## src/rtl/lane_follow_pkg.sv

```systemverilog
// rtl/lane_follow_pkg.sv - shared types and helpers for the lane follow monitor
// Contents: lf_state_e checker state, lf_timer_w() latency timer width,
//           sat_inc() saturating counter increment.
package lane_follow_pkg;

    typedef enum logic [1:0] {
        LF_IDLE = 2'd0,
        LF_WAIT = 2'd1,
        LF_OFF  = 2'd2
    } lf_state_e;

    // Width needed to hold 0..max_lat, never less than one bit.
    function automatic int lf_timer_w(input int max_lat);
        int w;
        w = $clog2(max_lat + 1);
        return (w < 1) ? 1 : w;
    endfunction

    // Increment a w-bit counter, holding at all-ones instead of wrapping.
    function automatic logic [63:0] sat_inc(input logic [63:0] cnt, input int w);
        logic [63:0] max_v;
        max_v = (64'd1 << w) - 64'd1;
        return (cnt >= max_v) ? max_v : cnt + 64'd1;
    endfunction

endpackage

```

## src/rtl/lane_follow_monitor_if.sv

```systemverilog
// rtl/lane_follow_monitor_if.sv - tapped lane buses between lane driver and monitor
// Signals: lane_inputs / lane_outputs [LANES]
// Modports: master (lane mux/driver side), slave (monitor side, observe only)
interface lane_follow_monitor_if #(
    parameter int LANES = 8
);
    logic [LANES-1:0] lane_inputs;
    logic [LANES-1:0] lane_outputs;

    modport master (output lane_inputs, output lane_outputs);
    modport slave  (input  lane_inputs, input  lane_outputs);
endinterface

```

## src/rtl/lane_chg_det.sv

```systemverilog
// rtl/lane_chg_det.sv - registered previous-value change detector
// Ports: clk, rst_n (async, active low), d [W] sampled bus, chg bus differs from last cycle
module lane_chg_det #(
    parameter int W = 8
) (
    input  logic         clk,
    input  logic         rst_n,
    input  logic [W-1:0] d,
    output logic         chg
);

    logic [W-1:0] q;
    logic         primed;

    // q tracks the bus every cycle; primed masks the first cycle after
    // reset so the cleared q is never compared against live data.
    always_ff @(posedge clk or negedge rst_n) begin
        if (!rst_n) begin
            q      <= '0;
            primed <= 1'b0;
        end else begin
            q      <= d;
            primed <= 1'b1;
        end
    end

    assign chg = primed && (d != q);

endmodule

```

## src/rtl/lane_follow_monitor.sv

```systemverilog
// rtl/lane_follow_monitor.sv - run-time check that lane input changes are followed by lane output changes
// Ports: clk, rst_n (async, active low), ana_byp check enable, lanes (slave modport),
//        clr counter clear, pending, err_pulse, pass_cnt [CNT_W], err_cnt [CNT_W]
// Macro LANE_FOLLOW_CAPTURE_EN adds err_snap [2*LANES] and snap_vld (first-violation capture).
module lane_follow_monitor
    import lane_follow_pkg::*;
#(
    parameter int LANES   = 8,
    parameter int MAX_LAT = 2,
    parameter int CNT_W   = 16
) (
    input  logic                   clk,
    input  logic                   rst_n,
    input  logic                   ana_byp,
    lane_follow_monitor_if.slave   lanes,
    input  logic                   clr,
    output logic                   pending,
    output logic                   err_pulse,
    output logic [CNT_W-1:0]       pass_cnt,
    output logic [CNT_W-1:0]       err_cnt
`ifdef LANE_FOLLOW_CAPTURE_EN
    ,
    output logic [2*LANES-1:0]     err_snap,
    output logic                   snap_vld
`endif
);

    localparam int            TW       = lf_timer_w(MAX_LAT);
    localparam logic [TW-1:0] TMR_LOAD = TW'(MAX_LAT);
    localparam logic [TW-1:0] TMR_ONE  = TW'(1);

    logic [LANES-1:0] lane_in;
    logic [LANES-1:0] lane_out;
    logic             in_chg;
    logic             out_chg;

    lf_state_e        state, state_nxt;
    logic [TW-1:0]    timer, timer_nxt;
    logic             pass_now;
    logic             err_now;

    assign lane_in  = lanes.lane_inputs;
    assign lane_out = lanes.lane_outputs;

    lane_chg_det #(.W(LANES)) u_in_det (
        .clk   (clk),
        .rst_n (rst_n),
        .d     (lane_in),
        .chg   (in_chg)
    );

    lane_chg_det #(.W(LANES)) u_out_det (
        .clk   (clk),
        .rst_n (rst_n),
        .d     (lane_out),
        .chg   (out_chg)
    );

    always_ff @(posedge clk or negedge rst_n) begin
        if (!rst_n) begin
            state <= LF_IDLE;
            timer <= '0;
        end else begin
            state <= state_nxt;
            timer <= timer_nxt;
        end
    end

    // OFF behaves like IDLE once ana_byp returns: the change detectors kept
    // tracking while disabled, so there is no stale history to flush.
    always_comb begin
        state_nxt = state;
        if (!ana_byp) begin
            state_nxt = LF_OFF;
        end else begin
            case (state)
                LF_IDLE, LF_OFF: begin
                    if (in_chg && !out_chg && (MAX_LAT > 0))
                        state_nxt = LF_WAIT;
                    else
                        state_nxt = LF_IDLE;
                end
                LF_WAIT: begin
                    if (out_chg)
                        state_nxt = LF_IDLE;
                    else if (in_chg)
                        state_nxt = LF_WAIT;
                    else if (timer == TMR_ONE)
                        state_nxt = LF_IDLE;
                    else
                        state_nxt = LF_WAIT;
                end
                default: state_nxt = LF_IDLE;
            endcase
        end
    end

    // timer holds the cycles of the window still left after the current one;
    // a WAIT cycle with timer==1 and no output change is the last chance,
    // so the violation is decided there and the count would reach 0.
    always_comb begin
        pass_now  = 1'b0;
        err_now   = 1'b0;
        timer_nxt = timer;
        if (ana_byp) begin
            case (state)
                LF_IDLE, LF_OFF: begin
                    if (in_chg) begin
                        if (out_chg)
                            pass_now = 1'b1;
                        else if (MAX_LAT == 0)
                            err_now = 1'b1;
                        else
                            timer_nxt = TMR_LOAD;
                    end
                end
                LF_WAIT: begin
                    if (out_chg)
                        pass_now = 1'b1;
                    else if (in_chg)
                        timer_nxt = TMR_LOAD;
                    else if (timer == TMR_ONE)
                        err_now = 1'b1;
                    else
                        timer_nxt = timer - TMR_ONE;
                end
                default: ;
            endcase
        end
    end

    assign pending = (state == LF_WAIT);

    always_ff @(posedge clk or negedge rst_n) begin
        if (!rst_n) begin
            err_pulse <= 1'b0;
            pass_cnt  <= '0;
            err_cnt   <= '0;
        end else begin
            err_pulse <= err_now;
            if (clr) begin
                pass_cnt <= '0;
                err_cnt  <= '0;
            end else begin
                if (pass_now)
                    pass_cnt <= CNT_W'(sat_inc(64'(pass_cnt), CNT_W));
                if (err_now)
                    err_cnt  <= CNT_W'(sat_inc(64'(err_cnt), CNT_W));
            end
        end
    end

`ifdef LANE_FOLLOW_CAPTURE_EN
    logic [LANES-1:0] trig_q;

    // trig_q keeps the input value of the latest unanswered change. On an
    // error the outputs did not change that cycle, so lane_out equals out_q.
    always_ff @(posedge clk or negedge rst_n) begin
        if (!rst_n) begin
            trig_q   <= '0;
            err_snap <= '0;
            snap_vld <= 1'b0;
        end else begin
            if (ana_byp && in_chg && !out_chg)
                trig_q <= lane_in;
            if (clr) begin
                snap_vld <= 1'b0;
            end else if (err_now && !snap_vld) begin
                snap_vld <= 1'b1;
                err_snap <= {((state == LF_WAIT) ? trig_q : lane_in), lane_out};
            end
        end
    end
`endif

endmodule

```

## src/flat_wrapper.sv

```systemverilog
// flat-port wrapper written by rule: the top's interface ports become plain ports
module lane_follow_monitor_flat import lane_follow_pkg::*;
#(
    parameter int LANES   = 8,
    parameter int MAX_LAT = 2,
    parameter int CNT_W   = 16
)
  (clk, rst_n, ana_byp, clr, pending, err_pulse, pass_cnt, err_cnt, lanes_lane_inputs, lanes_lane_outputs);
  lane_follow_monitor_if #(.LANES(LANES)) lanes_i ();
  input  logic clk;
  input  logic rst_n;
  input  logic ana_byp;
  input  logic clr;
  output logic pending;
  output logic err_pulse;
  output logic [CNT_W-1:0] pass_cnt;
  output logic [CNT_W-1:0] err_cnt;
  input wire logic [$bits(lanes_i.lane_inputs)-1:0] lanes_lane_inputs;
  input wire logic [$bits(lanes_i.lane_outputs)-1:0] lanes_lane_outputs;
  assign lanes_i.lane_inputs = lanes_lane_inputs;
  assign lanes_i.lane_outputs = lanes_lane_outputs;
  lane_follow_monitor #(.LANES(LANES), .MAX_LAT(MAX_LAT), .CNT_W(CNT_W)) u_core (.clk(clk), .rst_n(rst_n), .ana_byp(ana_byp), .lanes(lanes_i), .clr(clr), .pending(pending), .err_pulse(err_pulse), .pass_cnt(pass_cnt), .err_cnt(err_cnt));
endmodule
```

## config.mk

```make
export PLATFORM = sky130hd
export DESIGN_NAME = lane_follow_monitor_flat
export DESIGN_NICKNAME = d
export VERILOG_FILES = /design/src/rtl/lane_follow_pkg.sv /design/src/rtl/lane_follow_monitor_if.sv /design/src/rtl/lane_chg_det.sv /design/src/rtl/lane_follow_monitor.sv /design/src/flat_wrapper.sv
export SDC_FILE = /design/constraint.sdc
export NUM_CORES = 1
export LEC_CHECK = 0
export ABC_AREA = 1
export ABC_CLOCK_PERIOD_IN_PS = 3800
export BUFFER_PORTS_ARGS = -buffer_cell sky130_fd_sc_hd__buf_2
export CORE_UTILIZATION = 60
export CTS_CLUSTER_DIAMETER = 80
export DETAILED_ROUTE_END_ITERATION = 8
export GPL_TIMING_DRIVEN = 0
export HOLD_SLACK_MARGIN = 0.15
export PLACE_DENSITY = 0.85
export SLEW_MARGIN = 20
export SYNTH_ARGS = -nofsm -noshare
export SYNTH_HDL_FRONTEND = slang
export SYNTH_SLANG_ARGS = --single-unit
```

## constraint.sdc

```tcl
create_clock -name clk -period 3.8 [get_ports clk]
set_input_delay 0.57 -clock clk [delete_from_list [all_inputs] [get_ports clk]]
set_output_delay 0.57 -clock clk [all_outputs]
set_load 0.1 [all_outputs]
```

# Yosys cells after proc, flatten, opt, wreduce, memory -nomap -nowiden
# Index checks and enable logic that the tools add are counted.
# totals
regBits	54
latch_bits	0
ramBits	0
mem_bits_ro	0
in_bits	20
out_inout_bits	34
elab_cells	59
mem_count	0
# op_classes
addsub	3
mul	0
div	0
order_cmp	2
n_eq_ne	9
n_shift	0
n_mux	27
n_bitwise	0
reduce_logical	10
# op_table
cell	count
$mux 16	6
$add 16x1->16 const B	2
$ge 16x16->1 const B	2
$mux 2	8
$ne 8x8->1	2
$mux 1	10
$pmux 2 s2	2
$reduce_and 6->1	1
$reduce_bool 2->1	3
$eq 2x1->1 const B	2
$ne 2x2->1 const B	2
$logic_and 1x1->1	3
$ne 3x2->1 const B	1
$eq 2x2->1 const B	1
$logic_not 2->1	1
$ne 2x1->1 const B	1
$pmux 1 s2	1
$reduce_or 2->1	1
$sub 2x1->2 const B	1
$logic_not 1->1	1

# Longest topological paths before layout
# depth
depth_word	8
mapped_depth	13
ltp_nobuf	13

# By module
# A second synthesis with hierarchy kept.
# hier_totals
hier_cells	451
area_unflattened_um2	3218.1
# modules_own_cells
mod	instances	cells_each	area_per_inst_um2	seq_area_each_um2
lane_follow_monitor	1	335	2399.8	925.9
lane_chg_det	2	58	409.1	225.2

# Least setup slack after synthesis
# No wires, ideal clock.
# synth_path
kind	register -> register
startpoint	register u_core.err_cnt[0]
endpoint	register u_core.err_cnt[12]
setup_time_ns	0.121
arrival_ns	2.219
setup_slack_ns	1.460
path_stages_with_launch	10
path_buffers	0
synth_period_minus_slack_ns	2.340
cell_sequence	dfrtp_1 -> ha_1 -> nand2_1 -> nor3b_4 -> nand2_1 -> nor2_2 -> nand3b_1 -> o21a_1 -> nand3_1 -> nand2_1
# synth_between
elab_chain_cells	4
word_cells_on_any_way	5
# synth_rtl
item	line	text
start: declaration	lane_follow_monitor.sv:20	output logic [CNT_W-1:0] err_cnt
start signal: assignment	lane_follow_monitor.sv:148	err_cnt <= CNT_W'(sat_inc(64'(err_cnt), CNT_W));
$add 16x1->16 / $ge 16x16->1 (equally long branches)	lane_follow_pkg.sv:23	return (cnt >= max_v) ? max_v : cnt + 64'd1;
$mux 16 (*)	lane_follow_pkg.sv:23	
$mux 16 (*)	lane_follow_monitor.sv:147	if (err_now)
$mux 16 (*)	lane_follow_monitor.sv:141	if (clr) begin
# Every way passes the cells marked *; elsewhere a longest branch is shown, timed or not. The select of a mux whose other input is x is not followed.
# A chain may end at the register's enable or synchronous reset.

# Worst setup path after layout
# layout_path
startpoint	register u_core.state[0]
endpoint	output pending
# layout_between
elab_chain_cells	1
# layout_rtl
item	line	text
start: declaration	lane_follow_monitor.sv:37	lf_state_e state, state_nxt;
start signal: assignment	lane_follow_monitor.sv:64	state <= state_nxt;
$eq 2x1->1	lane_follow_monitor.sv:132	assign pending = (state == LF_WAIT);
end: declaration	flat_wrapper.sv:14	output logic pending;
# Every way passes these cells.

==> reports/qor.tcl <==
set qor(drv_slew) 0
set qor(syn_area_per_cell_um2) 7.79
set qor(cts_repair_resize_count) 0
set qor(dp_slack_ps) 1760
set qor(synth_cell_types) 34
set qor(holdBufCountCts) 0
set qor(placement.io_buffers) 53
set qor(final.fill_count) 388
set qor(drc) 0
set qor(initial_utilization_pct) 63.5
set qor(grt_util_all_layers_pct) 24.9
set qor(path_buf_inv) 2
set qor(cts_inserted_buffers) 5
set qor(finalWorstSetupSlack_ps) 1840
set qor(core_area_mm2) 0.00479
set qor(seq_power_share_pct) 58.1
set qor(worst-slew-pin-transition_ps) 669
set qor(cts.root.buffer_cell) {sky130_fd_sc_hd__clkbuf_8}
set qor(die_y_um) 73.1
set qor(worstPathCellList) {inv_1, nor2_1, buf_2}
set qor(final_hold_viol_count) 0
set qor(period_minus_slack_ps) 1960
set qor(final_common_cell) {sky130_fd_sc_hd__nand2_1}
set qor(syn_to_final_growth_pct) 15.0
set qor(ff_latch_area_mm2) 0.00135
set qor(worstHoldPathType) {in -> async}
set qor(share_of_the_clock_period_used_by_the_worst_path_after_layout_pct) 51.6
set qor(drt-pass1-iter-count) 4
set qor(layout.cells.most_common_list) {sky130_fd_sc_hd__nand2_1 (145), sky130_fd_sc_hd__buf_2 (54), sky130_fd_sc_hd__dfrtp_1 (54)}
set qor(tritoncts) {yes}
set qor(finalWirelength_um) 6010
set qor(slew_headroom_pct) 55.4
set qor(rsz0062_at_grt) {no}
set qor(std_cell_rows) 25
set qor(grt_use_met3_pct) 4.28
set qor(synth.yosys.warnings) 0
set qor(gpl.final_weighted_congestion) 0.898
set qor(post-dp-hpwl_um) 4400
set qor(comb_power_share_pct) 7.8
set qor(cap_violations) 0
set qor(clk_latency_ps) 300
set qor(nets) 473
set qor(cts.reportedPaths.clkPinSlew_ps) 90
set qor(chipWidth_um) 73.1
set qor(peakVddDrop_mv) 0.238
set qor(leakagePower_nw) 1.96
set qor(final_layout_size_suffix_gt1_share_pct) 20.2
set qor(post_cts_setup_bufs) 0
set qor(numClockSinks) 54
set qor(drt_first_iter_violations) 186
set qor(global_route.usage.met1_pct) 31.9
set qor(critPathTopFamily) {buffers and inverters}
set qor(slowest_stage) {sky130_fd_sc_hd__buf_2}
set qor(max_stage_delay_ps) 470
set qor(fmax_mhz) 510
set qor(netlist_area_mm2) 0.00304
set qor(switching_power_uw) 239
set qor(setup-violations-final) 0
set qor(floorplan.die_area_mm2) 0.00535
set qor(clock_skew_ps) 11.9
set qor(fin_tns_setup_ps) 0
set qor(crit_arrival_ps) 1390
set qor(critPathMaxFanout) 4
set qor(type_of_destination_of_the_critical_path) {output port}
set qor(maximum_level_of_the_cts_h_tree) 2
set qor(setup.worst_path.start_class) {register}
set qor(power.density_cell_area_mw_per_mm2) 293
set qor(met2_track_demand_over_resource_in_global_routing_pct) 43.9
set qor(avgRoutedWirePerCell_um) 11.6
set qor(switching_share_of_power_pct) 23.4
set qor(first_pass_grt_wire_length_um) 10400
set qor(number_of_global_route_vias_before_repair) 2341
set qor(ant_nets) 0
set qor(grt_start_max_net_pins) 55
set qor(multi_input_area_mm2) 0.00148
set qor(post-place-cells) 510
set qor(cp.required_ps) 3230
set qor(ys_seq_area_share_pct) 44.5
set qor(ios) 54
set qor(grt-ovfl-total) 0
set qor(synth_cells) 390
set qor(criticalPathCategory) {reg -> out}
set qor(hold_ws_ps) 297
set qor(run_status) {finished clean}
set qor(stdcell_count) 518
set qor(n_antenna_cell) 0
set qor(synthesis.nets) 413
set qor(initial_antenna_violation_count) 0
set qor(ctsLongestPathBuffers) 2
set qor(postSynthRegisterBits) 54
set qor(clkPwrFrac_pct) 34.1
set qor(route.vias.total) 2608
set qor(vias_per_cell) 5.03
set qor(internal-power_uw) 783
set qor(grt.busiest_layer) {met2}
kinds of logic (layout without fill, tap and decap cells):
logic type | Yosys count | after routing | synth area share (%)
xor gates and xnor gates | 23 | 23 | 6.63
other | 1 | 1 | 0.123
and+or+nand+nor | 246 | 246 | 36.9
DFF | 54 | 54 | 44.5
buffers and inverters | 43 | 104 | 6.63
AOI/OAI and AO/OA | 20 | 20 | 4.00
adders and majority gates | 3 | 3 | 1.24
registers in the layout, indices dropped and copies added, names as in the netlist:
name,flops
u_core.u_out_det.q,8
u_core.err_pulse,1
u_core.err_cnt,16
u_core.state,2
u_core.u_in_det.q,8
u_core.timer,2
u_core.u_in_det.primed,1
u_core.pass_cnt,16
power groups by stage:
stage / combinational [mW] / sequential, mW / clock (mW)
global placement: 0.0784 / 0.605 / 0
floorplan: 0.0414 / 0.609 / 0
finish: 0.0794 / 0.594 / 0.349
detailed placement: 0.0810 / 0.605 / 0
global route: 0.0919 / 0.595 / 0.381
CTS: 0.0812 / 0.594 / 0.358
worst reg2reg max path, stage by stage, from the launching register on:
cell	delay, ps
sky130_fd_sc_hd__dfrtp_1	440
sky130_fd_sc_hd__ha_1	200
sky130_fd_sc_hd__nand2_1	120
sky130_fd_sc_hd__nor3b_4	270
sky130_fd_sc_hd__nand2_1	170
sky130_fd_sc_hd__nor2_2	220
sky130_fd_sc_hd__nand3b_1	110
sky130_fd_sc_hd__o21a_1	110
sky130_fd_sc_hd__nand3_1	60
sky130_fd_sc_hd__nand2_1	50
final timing paths:
path	from	to	slack, ps	cells after the start
max in group asynchronous	rst_n	u_core.pass_cnt[10]$_DFFE_PN0P_	3050	1
setup / recovery	u_core.state[0]$_DFF_PN0_	pending	1840	3
hold / removal	rst_n	u_core.u_in_det.q[1]$_DFF_PN0_	300	1
setup reg to reg	u_core.err_cnt[0]$_DFFE_PN0P_	u_core.err_cnt[12]$_DFFE_PN0P_	1950	9
min in group clk	lanes_lane_inputs[1]	u_core.u_in_det.q[1]$_DFF_PN0_	400	1
hold reg to reg	u_core.timer[1]$_DFFE_PN0P_	u_core.timer[1]$_DFFE_PN0P_	480	2
metal layers:
metal	up-vias	part of all wire [%]
met5	-	0
met1	1178	44
met4	0	0.52
met2	77	50
met3	4	5.2
li1	1349	-
final cells by class:
| type | count | share of cell area (%) |
|---|---|---|
| Buffer | 9 | 2.11 |
| Clock buffer | 7 | 2.76 |
| Clock inverter | 1 | 0.251 |
| Inverter | 34 | 3.65 |
| Multi-Input combinational cell | 293 | 42.5 |
| Sequential cell | 54 | 38.7 |
| Tap cell | 67 | 2.40 |
| Timing Repair Buffer | 53 | 7.66 |
Yosys cell counts:
cell	count	area share, %
sky130_fd_sc_hd__nand3_1	48	7.9
sky130_fd_sc_hd__o21a_1	2	0.49
sky130_fd_sc_hd__a21oi_4	1	0.54
sky130_fd_sc_hd__a21oi_1	4	0.66
sky130_fd_sc_hd__nand4_2	1	0.41
sky130_fd_sc_hd__nor3_1	6	0.99
sky130_fd_sc_hd__nor2_1	21	2.6
sky130_fd_sc_hd__or2_0	1	0.21
sky130_fd_sc_hd__buf_6	3	1.1
sky130_fd_sc_hd__o21ai_0	10	1.6
sky130_fd_sc_hd__ha_1	3	1.2
sky130_fd_sc_hd__clkbuf_4	1	0.25
sky130_fd_sc_hd__nand4_1	2	0.41
sky130_fd_sc_hd__nand2_1	145	18
sky130_fd_sc_hd__nand3_2	3	0.99
sky130_fd_sc_hd__nor2_2	4	0.82
sky130_fd_sc_hd__nand3b_1	2	0.49
sky130_fd_sc_hd__conb_1	1	0.12
sky130_fd_sc_hd__buf_2	2	0.33
sky130_fd_sc_hd__nand3b_4	1	0.66
sky130_fd_sc_hd__buf_4	3	0.74
sky130_fd_sc_hd__nor3b_4	1	0.62
sky130_fd_sc_hd__and3_1	1	0.21
sky130_fd_sc_hd__dfrtp_1	54	44
sky130_fd_sc_hd__o31ai_1	2	0.49
sky130_fd_sc_hd__o21ai_1	1	0.16
sky130_fd_sc_hd__or2_1	1	0.21
sky130_fd_sc_hd__xor2_1	9	2.6
sky130_fd_sc_hd__inv_1	33	4.1
sky130_fd_sc_hd__xnor2_1	14	4.0
sky130_fd_sc_hd__inv_2	1	0.12
sky130_fd_sc_hd__nand2_2	5	1.0
sky130_fd_sc_hd__nor2_4	2	0.74
sky130_fd_sc_hd__nor3_2	2	0.66
per-stage QoR:
stage,utilization (%),area [um^2],power (mW)
detailed placement,70.8,3390,0.686
floorplan,-,3040,0.651
CTS,73.0,3490,1.03
global route,73.0,3490,1.07
global placement,70.7,3390,0.683
finish,73.0,3490,1.02
Note: power is estimated with default switching activity, not from simulation.
